<file path="config.mk">
export PLATFORM = sky130hd
export DESIGN_NAME = vx_ibuf_arb
export DESIGN_NICKNAME = d
export VERILOG_FILES = /design/src/rtl/vx_ibuf_arb_pkg.sv /design/src/rtl/vx_ibuf_arb_fifo.sv /design/src/rtl/vx_ibuf_arb.sv
export SDC_FILE = /design/constraint.sdc
export NUM_CORES = 1
export LEC_CHECK = 0
export BUFFER_PORTS_ARGS = -buffer_cell sky130_fd_sc_hd__buf_2
export CORE_ASPECT_RATIO = 1.5
export CORE_MARGIN = 3
export CORE_UTILIZATION = 55
export CTS_CLUSTER_SIZE = 25
export DETAILED_ROUTE_END_ITERATION = 8
export PLACE_DENSITY = 0.76
export SYNTH_ARGS = -nofsm -noshare
export SYNTH_HDL_FRONTEND = slang
export SYNTH_HIERARCHICAL = 1
export SYNTH_SLANG_ARGS = --single-unit
export TNS_END_PERCENT = 100
</file>
<file path="constraint.sdc">
create_clock -name clk -period 6.53 [get_ports clk]
set_input_delay 0.3265 -clock clk [delete_from_list [all_inputs] [get_ports clk]]
set_output_delay 0.3265 -clock clk [all_outputs]
set_load 0.02 [all_outputs]
</file>
<file path="src/rtl/vx_ibuf_arb_pkg.sv">
// VX_gpu_pkg: shared types and constants for the instruction buffer.
//   NUM_WARPS_DEF - default warp count
//   NW_WIDTH      - warp-id width derived from the default warp count
//   DATAW         - width of the packed decode data word (uuid .. is_mstore)
//   wid_t         - warp-id type
//   decode_data_t - packed decode data word
//   arb_state_e   - issue arbiter state (free-running scan / locked selection)
package VX_gpu_pkg;

  localparam int unsigned NUM_WARPS_DEF = 4;
  localparam int unsigned NW_WIDTH      = (NUM_WARPS_DEF > 1) ? $clog2(NUM_WARPS_DEF) : 1;
  localparam int unsigned DATAW         = 128;

  typedef logic [NW_WIDTH-1:0] wid_t;
  typedef logic [DATAW-1:0]    decode_data_t;

  typedef enum logic {
    ARB_FREE,
    ARB_LOCKED
  } arb_state_e;

endpackage

</file>
<file path="src/rtl/vx_ibuf_arb_fifo.sv">
// vx_ibuf_fifo: one per-warp instruction queue.
//   clk, reset_n - clock, asynchronous active-low reset (control state only)
//   push, din    - enqueue din at the tail (ignored when full)
//   pop          - dequeue the head (ignored when empty)
//   dout         - head entry, read combinationally from storage
//   full, empty  - occupancy flags
module vx_ibuf_fifo
  import VX_gpu_pkg::*;
#(
  parameter int unsigned DEPTH = 2,
  parameter int unsigned DATAW = 128
) (
  input  logic             clk,
  input  logic             reset_n,
  input  logic             push,
  input  logic             pop,
  input  logic [DATAW-1:0] din,
  output logic [DATAW-1:0] dout,
  output logic             full,
  output logic             empty
);

  localparam int unsigned PW = $clog2(DEPTH);
  localparam int unsigned CW = $clog2(DEPTH + 1);

  logic [PW-1:0]    rd_ptr_q, rd_ptr_d;
  logic [PW-1:0]    wr_ptr_q, wr_ptr_d;
  logic [CW-1:0]    count_q, count_d;
  logic [DATAW-1:0] mem_q [DEPTH];
  logic             do_push, do_pop;

  assign full    = (count_q == CW'(DEPTH));
  assign empty   = (count_q == '0);
  assign do_push = push && !full;
  assign do_pop  = pop && !empty;
  assign dout    = mem_q[rd_ptr_q];

  always_comb begin
    rd_ptr_d = rd_ptr_q;
    wr_ptr_d = wr_ptr_q;
    count_d  = count_q;
    // Explicit wrap so non-power-of-two depths stay in range.
    if (do_push) wr_ptr_d = (wr_ptr_q == PW'(DEPTH - 1)) ? '0 : wr_ptr_q + 1'b1;
    if (do_pop)  rd_ptr_d = (rd_ptr_q == PW'(DEPTH - 1)) ? '0 : rd_ptr_q + 1'b1;
    case ({do_push, do_pop})
      2'b10:   count_d = count_q + 1'b1;
      2'b01:   count_d = count_q - 1'b1;
      default: count_d = count_q;
    endcase
  end

  always_ff @(posedge clk or negedge reset_n) begin
    if (!reset_n) begin
      rd_ptr_q <= '0;
      wr_ptr_q <= '0;
      count_q  <= '0;
    end else begin
      rd_ptr_q <= rd_ptr_d;
      wr_ptr_q <= wr_ptr_d;
      count_q  <= count_d;
    end
  end

  // Storage carries no reset; validity is tracked by count_q alone.
  always_ff @(posedge clk) begin
    if (do_push) mem_q[wr_ptr_q] <= din;
  end

endmodule

</file>
<file path="src/rtl/vx_ibuf_arb.sv">
// vx_ibuf_arb: per-warp instruction buffer with round-robin issue select.
//   clk, reset_n          - clock, asynchronous active-low reset
//   dec_valid/data/wid    - decode packet in; dec_ready = target queue not full
//   ibuf_pop              - one-hot pulse per dequeued warp entry
//   iss_valid/data/wid    - packet offered to issue; iss_ready accepts it
module vx_ibuf_arb
  import VX_gpu_pkg::*;
#(
  parameter int unsigned NUM_WARPS = 4,
  parameter int unsigned DEPTH     = 2,
  parameter int unsigned DATAW     = VX_gpu_pkg::DATAW
) (
  input  logic                         clk,
  input  logic                         reset_n,
  input  logic                         dec_valid,
  input  logic [DATAW-1:0]             dec_data,
  input  logic [$clog2(NUM_WARPS)-1:0] dec_wid,
  output logic                         dec_ready,
  output logic [NUM_WARPS-1:0]         ibuf_pop,
  output logic                         iss_valid,
  output logic [DATAW-1:0]             iss_data,
  output logic [$clog2(NUM_WARPS)-1:0] iss_wid,
  input  logic                         iss_ready
);

  localparam int unsigned WW = $clog2(NUM_WARPS);

  logic [NUM_WARPS-1:0] full, empty, push;
  logic [DATAW-1:0]     dout [NUM_WARPS];
  arb_state_e           state_q, state_d;
  logic [WW-1:0]        rr_ptr_q, rr_ptr_d;
  logic [WW-1:0]        lock_wid_q, lock_wid_d;
  logic [WW-1:0]        sel_wid;
  logic                 do_pop;

  for (genvar w = 0; w < NUM_WARPS; w++) begin : g_fifo
    vx_ibuf_fifo #(
      .DEPTH (DEPTH),
      .DATAW (DATAW)
    ) u_fifo (
      .clk     (clk),
      .reset_n (reset_n),
      .push    (push[w]),
      .pop     (ibuf_pop[w]),
      .din     (dec_data),
      .dout    (dout[w]),
      .full    (full[w]),
      .empty   (empty[w])
    );
  end

  assign dec_ready = !full[dec_wid];
  assign iss_valid = (~empty != '0);
  assign do_pop    = iss_valid && iss_ready;
  assign iss_wid   = sel_wid;
  assign iss_data  = dout[sel_wid];

  always_comb begin
    push = '0;
    if (dec_valid && dec_ready) push[dec_wid] = 1'b1;
  end

  // First non-empty warp at or above rr_ptr (circular); a held selection wins.
  always_comb begin
    logic found;
    found   = 1'b0;
    sel_wid = rr_ptr_q;
    for (int unsigned i = 0; i < NUM_WARPS; i++) begin
      logic [WW-1:0] idx;
      idx = WW'((32'(rr_ptr_q) + i) % NUM_WARPS);
      if (!found && !empty[idx]) begin
        sel_wid = idx;
        found   = 1'b1;
      end
    end
    if (state_q == ARB_LOCKED) sel_wid = lock_wid_q;
  end

  always_comb begin
    ibuf_pop = '0;
    if (do_pop) ibuf_pop[sel_wid] = 1'b1;
  end

  always_comb begin
    state_d    = state_q;
    rr_ptr_d   = rr_ptr_q;
    lock_wid_d = lock_wid_q;
    if (iss_valid) begin
      if (iss_ready) begin
        state_d  = ARB_FREE;
        rr_ptr_d = (sel_wid == WW'(NUM_WARPS - 1)) ? '0 : sel_wid + 1'b1;
      end else begin
        state_d    = ARB_LOCKED;
        lock_wid_d = sel_wid;
      end
    end
  end

  always_ff @(posedge clk or negedge reset_n) begin
    if (!reset_n) begin
      state_q    <= ARB_FREE;
      rr_ptr_q   <= '0;
      lock_wid_q <= '0;
    end else begin
      state_q    <= state_d;
      rr_ptr_q   <= rr_ptr_d;
      lock_wid_q <= lock_wid_d;
    end
  end

endmodule
</file>
### After elaboration in Yosys (flattened, before gate mapping)

Memories as Yosys holds them, arrays and structs flattened.
Cells that the tools add are included.

| operators by class | value |
|---|---|
| bitwise gates (word level) | 3 |
| $add $sub $neg | 20 |
| magnitude comparators | 9 |
| reductions and logical operators | 40 |
| eq/ne operators | 13 |
| multiplexer cells | 48 |

Operators by type and width:

| kind | number |
|---|---|
| binary-select mux 128 bit (select 2 bit) | 1 |
| two-way mux 128 bit | 2 |
| two-way mux 1 bit | 27 |
| equality test 2 bit (second input constant) | 9 |
| less-than comparator 2 x 3 -> 1 bit (second input constant) | 6 |
| one-hot mux 2 bit (2 select lines) | 4 |
| logical AND 1 bit | 15 |
| logical NOT 1 bit | 14 |
| adder 2 x 1 -> 2 bit (second input constant) | 6 |
| binary-select mux 1 bit (select 2 bit) | 5 |
| two-way mux 2 bit | 5 |
| adder 1 bit (second input constant) | 8 |
| equality test 2 x 1 -> 1 bit (second input constant) | 4 |
| logical NOT 2 bit | 4 |
| two-way mux 4 bit | 2 |
| nonzero test 2 bit | 4 |
| subtractor 2 x 1 -> 2 bit (second input constant) | 4 |
| adder 2 bit (second input constant) | 2 |
| demux 1 bit (select 2 bit) | 2 |
| >= comparator 2 x 1 -> 1 bit (second input constant) | 2 |
| NOT 4 bit | 1 |
| AND reduction 2 bit | 2 |
| nonzero test 4 bit | 1 |
| >= comparator 3 bit (second input constant) | 1 |
| other kinds (2) | 2 |

| storage, ports and cells | value |
|---|---|
| output and inout port bits | 136 |
| memories | 4 |
| bits in registers | 21 |
| RAM bits | 1,024 |
| logic and storage cells | 152 |
| input port bits | 134 |

Memory list:

| memory | depth | bits a word | rd ports | clocked after Yosys merged registers in | wr ports | RTL line | RTL |
|---|---|---|---|---|---|---|---|
| g_fifo[0].u_fifo.mem_q | 2 | 128 | 1 | 0 | 1 | vx_ibuf_arb_fifo.sv:29 | `logic [DATAW-1:0] mem_q [DEPTH];` |
| g_fifo[1].u_fifo.mem_q | 2 | 128 | 1 | 0 | 1 | vx_ibuf_arb_fifo.sv:29 |  |
| g_fifo[2].u_fifo.mem_q | 2 | 128 | 1 | 0 | 1 | vx_ibuf_arb_fifo.sv:29 |  |
| g_fifo[3].u_fifo.mem_q | 2 | 128 | 1 | 0 | 1 | vx_ibuf_arb_fifo.sv:29 |  |

### Depth between registers and ports, before layout

| logic depth | value |
|---|---|
| depth after elaboration | 21 |
| depth in mapped cells | 15 |
| mapped depth without buffers | 12 |

### Hierarchy

Netlist, hierarchy kept.

Modules (own cells, without submodules):

| module | cells each | area each (µm²) | seq. area each (µm²) | times used |
|---|---|---|---|---|
| vx_ibuf_fifo | 416 | 9,474.1 | 7,787.5 | 4 |
| vx_ibuf_arb | 991 | 5,829.3 | 125.1 | 1 |

### Worst setup path after synthesis

No wires, ideal clock.

| timing | value |
|---|---|
| kind | register -> register |
| start | register g_fifo[1].u_fifo.count_q[0] |
| end | memory g_fifo[1].u_fifo.mem_q[0][0] (enable) |
| library setup time | 0.617 ns |
| stages on the path, launching flop included | 6 |
| slack | -0.425 ns |
| path buffers | 0 |
| period minus slack after synthesis | 6.955 ns |
| required time | 5.913 ns |
| arrival time | 6.338 ns |
| cell sequence | dfrtp_1 nand2b_1 inv_1 nor4bb_1 nand2_1 nor2_1 |

| on the way | value |
|---|---|
| cells in the longest elaborated chain, start to end | 9 |
| elaborated cells between the ends (all ways) | 10 |
| those cells by class | 1 x eq/ne; 5 x mux; 4 x reduce/logical |

Ends and longest elaborated chain:

| what | RTL line | RTL |
|---|---|---|
| from (decl) | vx_ibuf_arb_fifo.sv:28 | `logic [CW-1:0] count_q, count_d;` |
| from (signal assigned) | vx_ibuf_arb_fifo.sv:60 | `count_q <= count_d;` |
| equality test 2 bit | vx_ibuf_arb_fifo.sv:32 | `assign full = (count_q == CW'(DEPTH));` |
| named net full[1] | vx_ibuf_arb.sv:28 | `logic [NUM_WARPS-1:0] full, empty, push;` |
| binary-select mux 1 bit (select 2 bit) | vx_ibuf_arb.sv:52 | `assign dec_ready = !full[dec_wid];` |
| two-way mux 1 bit (not written as such) | vx_ibuf_arb.sv:52 |  |
| logical NOT 1 bit | vx_ibuf_arb.sv:52 |  |
| logical AND 1 bit | vx_ibuf_arb.sv:60 | `if (dec_valid && dec_ready) push[dec_wid] = 1'b1;` |
| two-way mux 4 bit | vx_ibuf_arb.sv:60 |  |
| named net push[1] | vx_ibuf_arb.sv:28 |  |
| logical AND 1 bit | vx_ibuf_arb_fifo.sv:34 | `assign do_push = push && !full;` |
| two-way mux 1 bit | vx_ibuf_arb_fifo.sv:66 | `if (do_push) mem_q[wr_ptr_q] <= din;` |
| two-way mux 1 bit (not written as such) | vx_ibuf_arb_fifo.sv:66 |  |
| to (decl) | vx_ibuf_arb_fifo.sv:29 |  |

The timed path passes the listed nets, and every way through them passes these cells. The select of a mux whose other input is x is not followed.

### Final worst setup path

| timing | value |
|---|---|
| start | register g_fifo[2].u_fifo.count_q[0] |
| end | output port iss_data[47] |

| on the way | value |
|---|---|
| cells in the longest elaborated chain, start to end | 17 |
| elaborated cells between the ends (all ways) | 28 |
| those cells by class | 18 x mux; 1 x bitwise; 9 x reduce/logical |

Ends and longest elaborated chain:

| what | RTL line | RTL |
|---|---|---|
| from (decl) | vx_ibuf_arb_fifo.sv:28 |  |
| from (signal assigned) | vx_ibuf_arb_fifo.sv:60 |  |
| logical NOT 2 bit * | vx_ibuf_arb_fifo.sv:33 | `assign empty = (count_q == '0);` |
| named net empty[2] | vx_ibuf_arb.sv:28 |  |
| binary-select mux 1 bit (select 2 bit) | vx_ibuf_arb.sv:71 | `if (!found && !empty[idx]) begin` |
| two-way mux 1 bit (not written as such) | vx_ibuf_arb.sv:71 |  |
| logical NOT 1 bit | vx_ibuf_arb.sv:71 |  |
| logical AND 1 bit | vx_ibuf_arb.sv:71 |  |
| two-way mux 1 bit | vx_ibuf_arb.sv:71 |  |
| logical NOT 1 bit | vx_ibuf_arb.sv:71 |  |
| logical AND 1 bit | vx_ibuf_arb.sv:71 |  |
| two-way mux 1 bit | vx_ibuf_arb.sv:71 |  |
| logical NOT 1 bit | vx_ibuf_arb.sv:71 |  |
| logical AND 1 bit | vx_ibuf_arb.sv:71 |  |
| two-way mux 2 bit * | vx_ibuf_arb.sv:71 |  |
| two-way mux 2 bit * | vx_ibuf_arb.sv:76 | `if (state_q == ARB_LOCKED) sel_wid = lock_wid_q;` |
| NOT 2 -> 3 bit (not written as such) * | vx_ibuf_arb.sv:56 | `assign iss_data = dout[sel_wid];` |
| binary-select mux 128 bit (select 2 bit) * | vx_ibuf_arb.sv:56 |  |
| two-way mux 128 bit (not written as such) * (2 in series) | vx_ibuf_arb.sv:56 |  |
| to (decl) | vx_ibuf_arb.sv:21 | `output logic [DATAW-1:0] iss_data,` |

Mark *: on every way through the listed nets, which the timed path passes. The rest lies on a longest branch. The select of a mux whose other input is x is not followed.

==> results.cfg <==
[logic_synthesis]
ys_seq_area_frac = 0.7153
netlist_top_cells_count = edfxtp_1, mux2_2, nand4_1
ys_warn_count = 6
mappedNetlistNets = 2794
synth_top_area_cell = edfxtp_1
synth_cells = 2655
ys.flop_type = edfxtp_1
ys_ff_latch = 1045
ys_types = 37
synth-compound-area-share = 0.04272
synth_fa_ha_area_frac = 0.001431
synth-edff-count = 1024
synth_most_common_cell = edfxtp_1
synth_top_family_by_area = multiplexers
async_flop_share = 0.02010
synthMuxAreaShare = 0.1326
syn_avg_cell_area_um2 = 16.47
yosys.area_share.xor_xnor = 0.004006
synth_area_leaders = edfxtp_1, mux2_2, nand4_1, nand3_1, a22o_1
synth-simple-area-share = 0.07199
synth_top_cell_area_share = 0.7032
syn_area_um2 = 43730

[grt]
grt_pass1_vias = 27300
grt-ovfl-total = 0
antenna_found_initial = 8
grt_max_degree = 136
grt_usage = 0.2614
grt_pass1_wl_um = 165500

[layout]
drive_above_1_share = 0.3248
area_growth_pct = 14.33
instances_no_fill = 4073
nets = 3104
fill_cells = 5515
regArea_um2 = 31290
multiInputGateArea_um2 = 11160

[floorplan]
die_x_um = 236.2
io_pins = 270
die_y_um = 351.3
start_util = 0.5547
placementRows = 126
coreArea_um2 = 78830
dieArea_um2 = 82990

[worst_hold_path]
min_path_cells = 3
hold_end = lock_wid_q[1]$_DFFE_PN0P_
min_path_type = primary input to flop
min_from = iss_ready

[worst_setup_path]
cp_max_fo = 54
critPathLaunchType = flop
crit_required_ns = 6.20
worstRegToRegCells = 11
reg2reg_to = g_fifo[1].u_fifo/count_q[1]$_DFFE_PN0P_
arrival_ns = 4.04
rr_startpoint = g_fifo[1].u_fifo/count_q[0]$_DFFE_PN0P_
worst_setup_path_end_kind = output pin
reg2reg_slack_ns = 3.09
critPathKind = flop to output pin

[power]
clockPowerShare = 0.243
swShare = 0.3788
cellPowerDensity_nw_per_um2 = 461.8
intPower_mw = 14.34
ir_drop_mv = 0.7380
switchingPower_mw = 8.744
power_frac_seq = 0.359
leakage_nw = 16.93
comb_power_share = 0.398

[placed_design]
numPortBuffers = 269
gp_congestion = 0.7938
dp.cells = 3763
hpwl_um = 56710
dp_slack_ns = 2.918

[sta]
fin_crit_ns = 4.364
worst_slew_pin_slew_ns = 1.101
setup_tns_ns = 0
timing.final.ws_setup_ns = 2.166
rsz0062_at_grt = false
setup_viol = 0
slew_headroom = 0.2640
fmax_mhz = 229.1
hold_violations = 0
report.final.slew_viol_count = 0
skew_ns = 0.03321
period_share = 0.6683

[clock_network]
clkTransAtPathRegs_ns = 0.06
cts_resized = 0
cts_made_buffers = 95
cts_buffer_depth = 3
tritoncts = done
cts_sinks = 1045
postCtsSetupBuffers = 0
cts_root_buf = clkbuf_16
holdBufCountCts = 129
htree_levels = 3
clock_latency_ns = 0.66

[routing]
wire_per_inst_um = 27.06
ant_nets = 0
avgViaCountPerCell = 6.429
drc = 0
firstDrtPassIters = 6
via_count = 26190
drt-total-wl_um = 110200
drt_iter0_markers = 2692

[outcome]
outcome = finished, final reports clean

[flow_run]
maxCapViolations = 0
-- cells by family (layout without fill, tap and decap cells) --
logic type                 count (synthesis)  in the layout
xor gates and xnor gates                  20             20
and+or+nand+nor                          565            565
adders and majority gates                  5              5
DFF                                     1045           1045
buffers and inverters                    236            623
AOI/OAI and AO/OA                        270            270
other                                      0              7
muxes                                    514            514
-- flip-flops by register name (all words and copies together) (netlist names) --
signal / cells
g_fifo.u_fifo/count_q: 8
lock_wid_q: 2
rr_ptr_q: 2
state_q: 1
g_fifo.u_fifo/rd_ptr_q: 4
g_fifo.u_fifo/wr_ptr_q: 4
g_fifo.u_fifo/mem_q: 1024
-- metrics by stage --
| step | utilization | power (mW) | instance area (µm²) | hold WS [ns] |
|---|---|---|---|---|
| 6_report | 0.6342 | 23.08 | 49990 | 0.08853 |
| 3_5_place_dp | 0.5780 | 17.46 | 45560 | 0.3194 |
| 3_3_place_gp | 0.5780 | 17.34 | 45560 | 0.3099 |
| 5_1_grt | 0.6342 | 24.03 | 49990 | 0.08885 |
| 4_1_cts | 0.6340 | 23.14 | 49980 | 0.04869 |
| 2_1_floorplan | - | 14.72 | 43740 | 0.03091 |
-- final cells by class --
cell class | count | share of cell area
multi-input combinational | 1374 | 0.2232
inverter | 10 | 0.0008009
timing repair buffer | 439 | 0.06167
clock inverter | 61 | 0.01299
clock buffer | 113 | 0.04950
antenna | 7 | 0.0003504
tap | 1024 | 0.02563
sequential | 1045 | 0.6259
-- placed cells by master, fill, tap and decap left out, types with 15 or more instances in the layout --
cell / netlist / final
nand3_1: 256 / 256
o21ai_0: 126 / 126
nand4_1: 257 / 257
mux2_2: 513 / 513
dfrtp_1: 21 / 17
clkbuf_1: 97 / 15
buf_4: 0 / 30
clkbuf_16: 0 / 95
a22o_1: 129 / 128
dlygate4sd3_1: 0 / 129
clkinv_1: 0 / 16
buf_2: 43 / 269
edfxtp_1: 1024 / 1024
clkinv_2: 0 / 18
-- worst max-delay path by stage --
stage                                                  startpoint                                     end  slack [ns]
after floorplan           g_fifo[1].u_fifo/count_q[0]$_DFFE_PN0P_  g_fifo[1].u_fifo/mem_q[0][0]$_DFFE_PP_        1.73
final                     g_fifo[2].u_fifo/count_q[0]$_DFFE_PN0P_                            iss_data[47]        2.17
after CTS                 g_fifo[2].u_fifo/count_q[0]$_DFFE_PN0P_                            iss_data[47]        2.18
after global placement    g_fifo[1].u_fifo/count_q[0]$_DFFE_PN0P_                             iss_data[6]        3.03
after global routing      g_fifo[1].u_fifo/count_q[0]$_DFFE_PN0P_                           iss_data[117]        1.87
after detailed placement  g_fifo[2].u_fifo/count_q[0]$_DFFE_PN0P_                            iss_data[64]        2.92
-- worst max-delay path: stages, from the launching register on --
cell	delay (ns)
dfrtp_1	0.43
nor2_1	0.39
nand2b_1	0.20
a311oi_4	0.34
buf_4	0.65
buf_4	0.61
o21ai_0	0.22
a22o_1	0.25
nand3_1	0.10
buf_2	0.18
-- power by group through the flow --
stage          clock, mW  combinational [mW]  sequential [mW]
2_1_floorplan          0                6.49             8.23
3_3_place_gp           0                8.95             8.39
3_5_place_dp           0                9.04             8.42
4_1_cts             5.69                9.17             8.28
5_1_grt             5.95                9.75             8.32
6_report            5.61                9.19             8.28
-- per-layer routing --
layer / vias up / share of wire / global-route usage / wire [µm]
li1: 11260 / - / - / -
met4: 4 / 0.027 / 0.09003 / 2960
met3: 218 / 0.085 / 0.04760 / 9377
met2: 1416 / 0.51 / 0.4479 / 55730
met1: 13290 / 0.38 / 0.3386 / 42100
met5: - / 0.00025 / 0 / 27
Power figures use the tool's default switching activity.
